<file path="src/rtl/simon_core_n.sv">
// Parametrised Simon game engine: plays back a growing random pattern, checks the
// player's echo, tracks score and a reset-persistent high score in BCD.
module simon_core_n #(
  parameter int NUM_BTNS      = 4,
  parameter int MAX_LEN       = 32,
  parameter int ON_TICKS      = 50,
  parameter int OFF_TICKS     = 25,
  parameter int TIMEOUT_TICKS = 300,
  parameter int RESULT_TICKS  = 100
) (
  input  logic                clk,
  input  logic                rst_n,
  input  logic                tick,
  input  logic [NUM_BTNS-1:0] btn_pulse,
  input  logic [7:0]          rnd,
  input  logic                start,
  input  logic                mode_fast,
  output logic [NUM_BTNS-1:0] game_leds,
  output logic                led_success,
  output logic                led_fail,
  output logic [7:0]          score_bcd,
  output logic [7:0]          high_bcd,
  output logic                busy
);

  localparam int IDXW   = $clog2(NUM_BTNS);
  localparam int PW     = (MAX_LEN > 1) ? $clog2(MAX_LEN) : 1;
  localparam int TW     = 16;
  localparam int ON_FI  = (ON_TICKS / 2 < 1) ? 1 : ON_TICKS / 2;
  localparam int OFF_FI = (OFF_TICKS / 2 < 1) ? 1 : OFF_TICKS / 2;

  localparam logic [TW-1:0] ON_N  = TW'(ON_TICKS);
  localparam logic [TW-1:0] OFF_N = TW'(OFF_TICKS);
  localparam logic [TW-1:0] ON_F  = TW'(ON_FI);
  localparam logic [TW-1:0] OFF_F = TW'(OFF_FI);
  localparam logic [TW-1:0] TO_N  = TW'(TIMEOUT_TICKS);
  localparam logic [TW-1:0] RES_N = TW'(RESULT_TICKS);
  localparam logic [6:0]    MAX_L = 7'(MAX_LEN);

  typedef enum logic [3:0] {
    S_IDLE, S_ADD, S_SHOW_ON, S_SHOW_OFF, S_WAIT_IN, S_ECHO, S_SUCCESS, S_FAIL, S_WIN
  } state_t;

  state_t          state, state_nxt;
  logic [TW-1:0]   timer;
  logic [TW-1:0]   limit;
  logic            t_done;
  logic [6:0]      idx, len, score, high;
  logic            fast;
  logic [IDXW-1:0] pattern [2**PW];
  logic [NUM_BTNS-1:0] cur_led;
  logic            last;
  logic            press_any, press_ok;
  logic            unused_rnd;

  function automatic logic [NUM_BTNS-1:0] onehot(input logic [IDXW-1:0] s);
    onehot = NUM_BTNS'(1) << s;
  endfunction

  function automatic logic [7:0] to_bcd(input logic [6:0] v);
    logic [6:0] tens, units;
    tens   = v / 7'd10;
    units  = v - tens * 7'd10;
    to_bcd = {tens[3:0], units[3:0]};
  endfunction

  // Upper LFSR bits are deliberately discarded; only the low IDXW bits pick a button.
  assign unused_rnd = ^rnd[7:IDXW];

  assign cur_led   = onehot(pattern[idx[PW-1:0]]);
  assign last      = (idx == len - 7'd1);
  assign press_any = |btn_pulse;
  assign press_ok  = $onehot(btn_pulse) && (btn_pulse == cur_led);

  always_comb begin
    state_nxt = state;
    limit     = TW'(1);
    case (state)
      S_SHOW_ON, S_ECHO: limit = fast ? ON_F : ON_N;
      S_SHOW_OFF:        limit = fast ? OFF_F : OFF_N;
      S_WAIT_IN:         limit = TO_N;
      S_SUCCESS:         limit = RES_N;
      default:           limit = TW'(1);
    endcase
    t_done = tick && (timer == limit - TW'(1));
    case (state)
      S_IDLE, S_FAIL, S_WIN: if (start) state_nxt = S_ADD;
      S_ADD:      state_nxt = S_SHOW_ON;
      S_SHOW_ON:  if (t_done) state_nxt = S_SHOW_OFF;
      S_SHOW_OFF: if (t_done) state_nxt = last ? S_WAIT_IN : S_SHOW_ON;
      S_WAIT_IN: begin
        // A press always wins over a timeout expiring in the same cycle.
        if (press_any)   state_nxt = press_ok ? S_ECHO : S_FAIL;
        else if (t_done) state_nxt = S_FAIL;
      end
      S_ECHO: begin
        if (t_done) begin
          if (!last)             state_nxt = S_WAIT_IN;
          else if (len == MAX_L) state_nxt = S_WIN;
          else                   state_nxt = S_SUCCESS;
        end
      end
      S_SUCCESS:  if (t_done) state_nxt = S_ADD;
      default:    state_nxt = S_IDLE;
    endcase
  end

  always_ff @(posedge clk or negedge rst_n) begin
    if (!rst_n) begin
      state <= S_IDLE;
      timer <= '0;
      idx   <= '0;
      len   <= '0;
      score <= '0;
      high  <= '0;
      fast  <= 1'b0;
    end else begin
      state <= state_nxt;
      // Every state change restarts the tick timer, including each accepted press.
      if (state_nxt != state) timer <= '0;
      else if (tick)          timer <= timer + TW'(1);
      case (state)
        S_IDLE, S_FAIL, S_WIN: begin
          if (start) begin
            len   <= '0;
            score <= '0;
            fast  <= mode_fast;
          end
        end
        S_ADD: begin
          len <= len + 7'd1;
          idx <= '0;
        end
        S_SHOW_OFF: if (t_done) idx <= last ? 7'd0 : idx + 7'd1;
        S_ECHO: begin
          if (t_done) begin
            if (last) score <= len;
            else      idx   <= idx + 7'd1;
          end
        end
        default: ;
      endcase
      // On a win the score register updates in this same cycle, so compare len.
      if (state != S_FAIL && state_nxt == S_FAIL && score > high) high <= score;
      if (state != S_WIN && state_nxt == S_WIN && len > high)     high <= len;
    end
  end

  always_ff @(posedge clk or negedge rst_n) begin
    if (!rst_n) begin
      for (int i = 0; i < 2**PW; i++) pattern[i] <= '0;
    end else if (state == S_ADD) begin
      pattern[len[PW-1:0]] <= rnd[IDXW-1:0];
    end
  end

  always_comb begin
    game_leds = '0;
    case (state)
      S_SHOW_ON, S_ECHO: game_leds = cur_led;
      S_WIN:             game_leds = '1;
      default:           game_leds = '0;
    endcase
  end

  assign led_success = (state == S_SUCCESS) || (state == S_WIN);
  assign led_fail    = (state == S_FAIL);
  assign busy        = !((state == S_IDLE) || (state == S_FAIL) || (state == S_WIN));
  assign score_bcd   = to_bcd(score);
  assign high_bcd    = to_bcd(high);

endmodule

</file>
<file path="config.mk">
export PLATFORM = sky130hd
export DESIGN_NAME = simon_core_n
export DESIGN_NICKNAME = d
export VERILOG_FILES = /design/src/rtl/simon_core_n.sv
export SDC_FILE = /design/constraint.sdc
export NUM_CORES = 1
export LEC_CHECK = 0
export CAP_MARGIN = 10
export CORE_MARGIN = 2
export CORE_UTILIZATION = 25
export DETAILED_ROUTE_END_ITERATION = 16
export GPL_TIMING_DRIVEN = 0
export RECOVER_POWER = 100
export SYNTH_ARGS = -nofsm -noshare
export SYNTH_HDL_FRONTEND = slang
export SYNTH_SLANG_ARGS = --single-unit
</file>
<file path="constraint.sdc">
create_clock -name clk -period 11.3 [get_ports clk]
set_input_delay 1.695 -clock clk [delete_from_list [all_inputs] [get_ports clk]]
set_output_delay 1.695 -clock clk [all_outputs]
set_load 0.05 [all_outputs]
</file>
==> flow_summary_export.csv <==
group,metric,value,unit
run_status,status,"finished with violations",
run_status,violations,"max-capacitance violations, max-slew violations",
global_routing,grt_overflow,0,
clock_tree,clock_path_buffers,2,
finish,area_growth,17.5,%
critical_path,cpMaxStageDelayCell,"dlygate4sd3_1",
synth,synth_top_cell_by_area,"dfrtp_1",
global_routing,use_met2,0.200,
pwr,finalPower,0.00146,W
critical_path,critPathLaunchType,"flip-flop",
min_path,hold_class,"flip-flop to flip-flop",
clock_tree,cts_setup_buffers,0,
global_routing,met1_usage,0.170,
synth,synth_cells,802,
placed_design,dp_hpwl,14.5,mm
global_routing,grt_pass1_wl,32.7,mm
timing,tightest_slew,3.58,ns
clock_tree,cts_buffers,17,
synth,yosys-top-cells-area,"dfrtp_1 36%, mux2_2 9.5%, ha_1 5.0%",
synth,ys_ff_latch,113,
finish,nNetsFinal,904,
floorplanning,die_w,181,um
global_routing,grt_pass1_vias,5990,
timing,setup_viol_count_final,0,
global_routing,grt_usage,0.124,
critical_path,cp_num_buf_inv,4,
timing,min_period,7.59,ns
timing,max_freq,132,MHz
pwr,powerDensity,160,mW/mm2
routing,drc,0,
placed_design,dpl.cell_count,1230,
critical_path,crit_type,"flip-flop to primary output",
clock_tree,clockRootBuffer,"clkbuf_16",
finish,finalNonFillerCells,1262,
routing,wl_per_cell,15.8,um
timing,hold_viol_final,0,
critical_path,critical_path_required,9.61,ns
floorplanning,start_util,0.254,
timing,max-slew-margin-rel,-1.39,
timing,setup_tns,0,ns
critical_path,cp-end-kind,"primary output",
floorplanning,die_area,0.0326,mm2
floorplanning,fp-row-count,64,
routing,firstDrtPassIters,5,
floorplanning,fp.coreArea,0.0307,mm2
global_routing,grt_max_degree,68,
floorplanning,ioPinCount,40,
pwr,power_leakage,3.74,nW
critical_path,cp.arrival,5.90,ns
synth,ys_seq_area_frac,0.362,
timing,rsz0062_at_grt,"no",
clock_tree,ctsHoldBuffers,0,
global_routing,grtUsageMet3,0.0234,
synth,yosysWarnings,0,
finish,n_fill_cell,3188,
synth,synthArstFlopShare,1.00,
synth,synthDistinctLibCells,89,
synth,syn_nets,853,
critical_path,crit_path_max_fanout,7,
critical_path,cp_top_family,"compound AO/OA/AOI/OAI gates",
placed_design,io_buffers,31,
routing,drtIter0Drc,511,
synth,yosys_most_used_dff,"dfrtp_1",
synth,netlist_area,0.00780,mm2
routing,vias,6182,
clock_tree,clkSlewWorstSetupHoldPaths,0.06,ns
routing,ant_nets,0,
critical_path,path_cells,"inv_1 > ha_1 > o21ai_0 > nor2_1 > a21oi_1 > o21ai_0 > nand2_1 > nand2_1 > o311ai_0 > inv_1 > ha_1 > nor2b_1 > o311ai_0 > ha_1 > inv_1 > fa_1 > xnor2_1 > xnor2_1 > xnor2_1 > dlygate4sd3_1",
clock_tree,cts_resized,0,
global_routing,gr-max-usage-layer,"met2",
synth,synth_edf_count,0,
pwr,ir_drop,0.000108,V
synth,avgSynthCellArea,9.73,um2
clock_tree,cts_tree,"done",
run,drv_cap,2,
clock_tree,clock-sinks,113,
routing,wirelength,19.9,mm
clock_tree,htreeDepth,4,
floorplanning,die_h,181,um
timing,maxSlewViolCount,116,
finish,diodes,0,
timing,fin_skew,0.0101,ns
critical_path,slowest_delay,0.89,ns
clock_tree,clkLatencyLatePin,0.43,ns
routing,viasPerCell,4.90,
global_routing,antenna_found_initial,0,
finish,layout-drive-gt1-share,0.188,
synth,synth.top_cell.area_share,0.362,
timing,finalCritPeriodShare,0.672,
placed_design,gp_congestion,0.814,
## cells by family after synthesis
logic type / synth area share
simple gates: 0.191
compound gates: 0.144
fa+ha+maj: 0.0587
mux: 0.148
flops: 0.362
buf+inv: 0.0542
xor+xnor: 0.0418
## synth_stat cells, drive strengths merged (12+ instances only)
master  instances
mux2i          15
mux2           67
a21oi          22
clkbuf         30
nand2          82
ha             31
xor2           14
nor3           14
buf            23
o21ai          58
inv            38
and3           15
nor2           56
xnor2          18
nor2b          12
dfrtp         113
nand3          31
## worst register-to-register path: cells and delay by family (launching register included)
| family | cells | cell delay [ns] |
|---|---|---|
| AOI/OAI and AO/OA | 6 | 2.00 |
| buffers and inverters | 4 | 1.72 |
| and+or+nand+nor | 7 | 1.51 |
| DFF | 1 | 0.34 |
| xor gates and xnor gates | 1 | 0.20 |
| adders and majority gates | 1 | 0.30 |
## flip-flops by register name (all words and copies together) (netlist names)
signal	count
state	4
len	7
pattern	64
idx	7
score	7
timer	16
fast	1
high	7
## power by group
group / total (W) / internal [W] / switching [W]
logic: 0.000379 / 0.000157 / 0.000222
clock network: 0.000600 / 0.000377 / 0.000223
registers: 0.000486 / 0.000441 / 0.0000455
## routing by layer
| metal | up-vias | share of wire | wire, um |
|---|---|---|---|
| met3 | 22 | 0.032 | 646 |
| met2 | 113 | 0.47 | 9380 |
| met5 | - | 0 | 0 |
| met1 | 3054 | 0.48 | 9650 |
| met4 | 0 | 0.013 | 254 |
| li1 | 2993 | - | - |
## stage by stage
| stage | worst slack (ns) | instance area [um2] | util | hold slack [ns] |
|---|---|---|---|---|
| 2_1_floorplan | 1.63 | 7800 | - | 0.472 |
| 3_3_place_gp | 3.97 | 8610 | 0.281 | 0.482 |
| 3_5_place_dp | 4.21 | 8640 | 0.282 | 0.490 |
| 4_1_cts | 3.75 | 9290 | 0.303 | 0.505 |
| 5_1_grt | 3.29 | 9170 | 0.299 | 0.519 |
| 6_report | 3.71 | 9170 | 0.299 | 0.503 |
## layout by cell type (no fill, tap or decap), types with 9 or more instances in the layout
cell | synthesis | routed
dfrtp_1 | 113 | 113
nand2_1 | 82 | 82
mux2_2 | 66 | 66
o21ai_0 | 49 | 54
nor2_1 | 45 | 45
inv_1 | 37 | 37
clkbuf_1 | 29 | 37
nand3_1 | 31 | 31
ha_1 | 31 | 31
dlygate4sd3_1 | 0 | 23
a21oi_1 | 21 | 21
xnor2_1 | 18 | 18
clkbuf_16 | 0 | 17
mux2i_1 | 15 | 15
and3_1 | 14 | 14
xor2_1 | 14 | 14
nor3_1 | 12 | 12
nor2b_1 | 12 | 12
mux4_2 | 11 | 11
nor2_2 | 11 | 11
nand2b_1 | 10 | 10
o21a_1 | 9 | 9
## area by class of cell
class	count	area (um2)	share of cell area
clock inverter	15	221	0.0242
multi-input combinational	598	4490	0.490
clock buffer	17	425	0.0464
timing repair buffer	32	308	0.0336
sequential	113	2830	0.308
inverter	38	143	0.0156
tap	396	495	0.0540
buffer	53	259	0.0283
## worst paths after layout
path / from / endpoint / slack, ns / cells past startpoint
setup / recovery: high[5] / high_bcd[3] / 3.71 / 20
hold / removal: pattern[54] / pattern[54] / 0.50 / 1
setup reg to reg: state[2] / timer[12] / 5.09 / 19
hold reg to reg: pattern[54] / pattern[54] / 0.50 / 1
max in group asynchronous: rst_n / fast / 4.83 / 2
min in group asynchronous: rst_n / pattern[24] / 2.06 / 1
(Power assumes the default switching activity.)
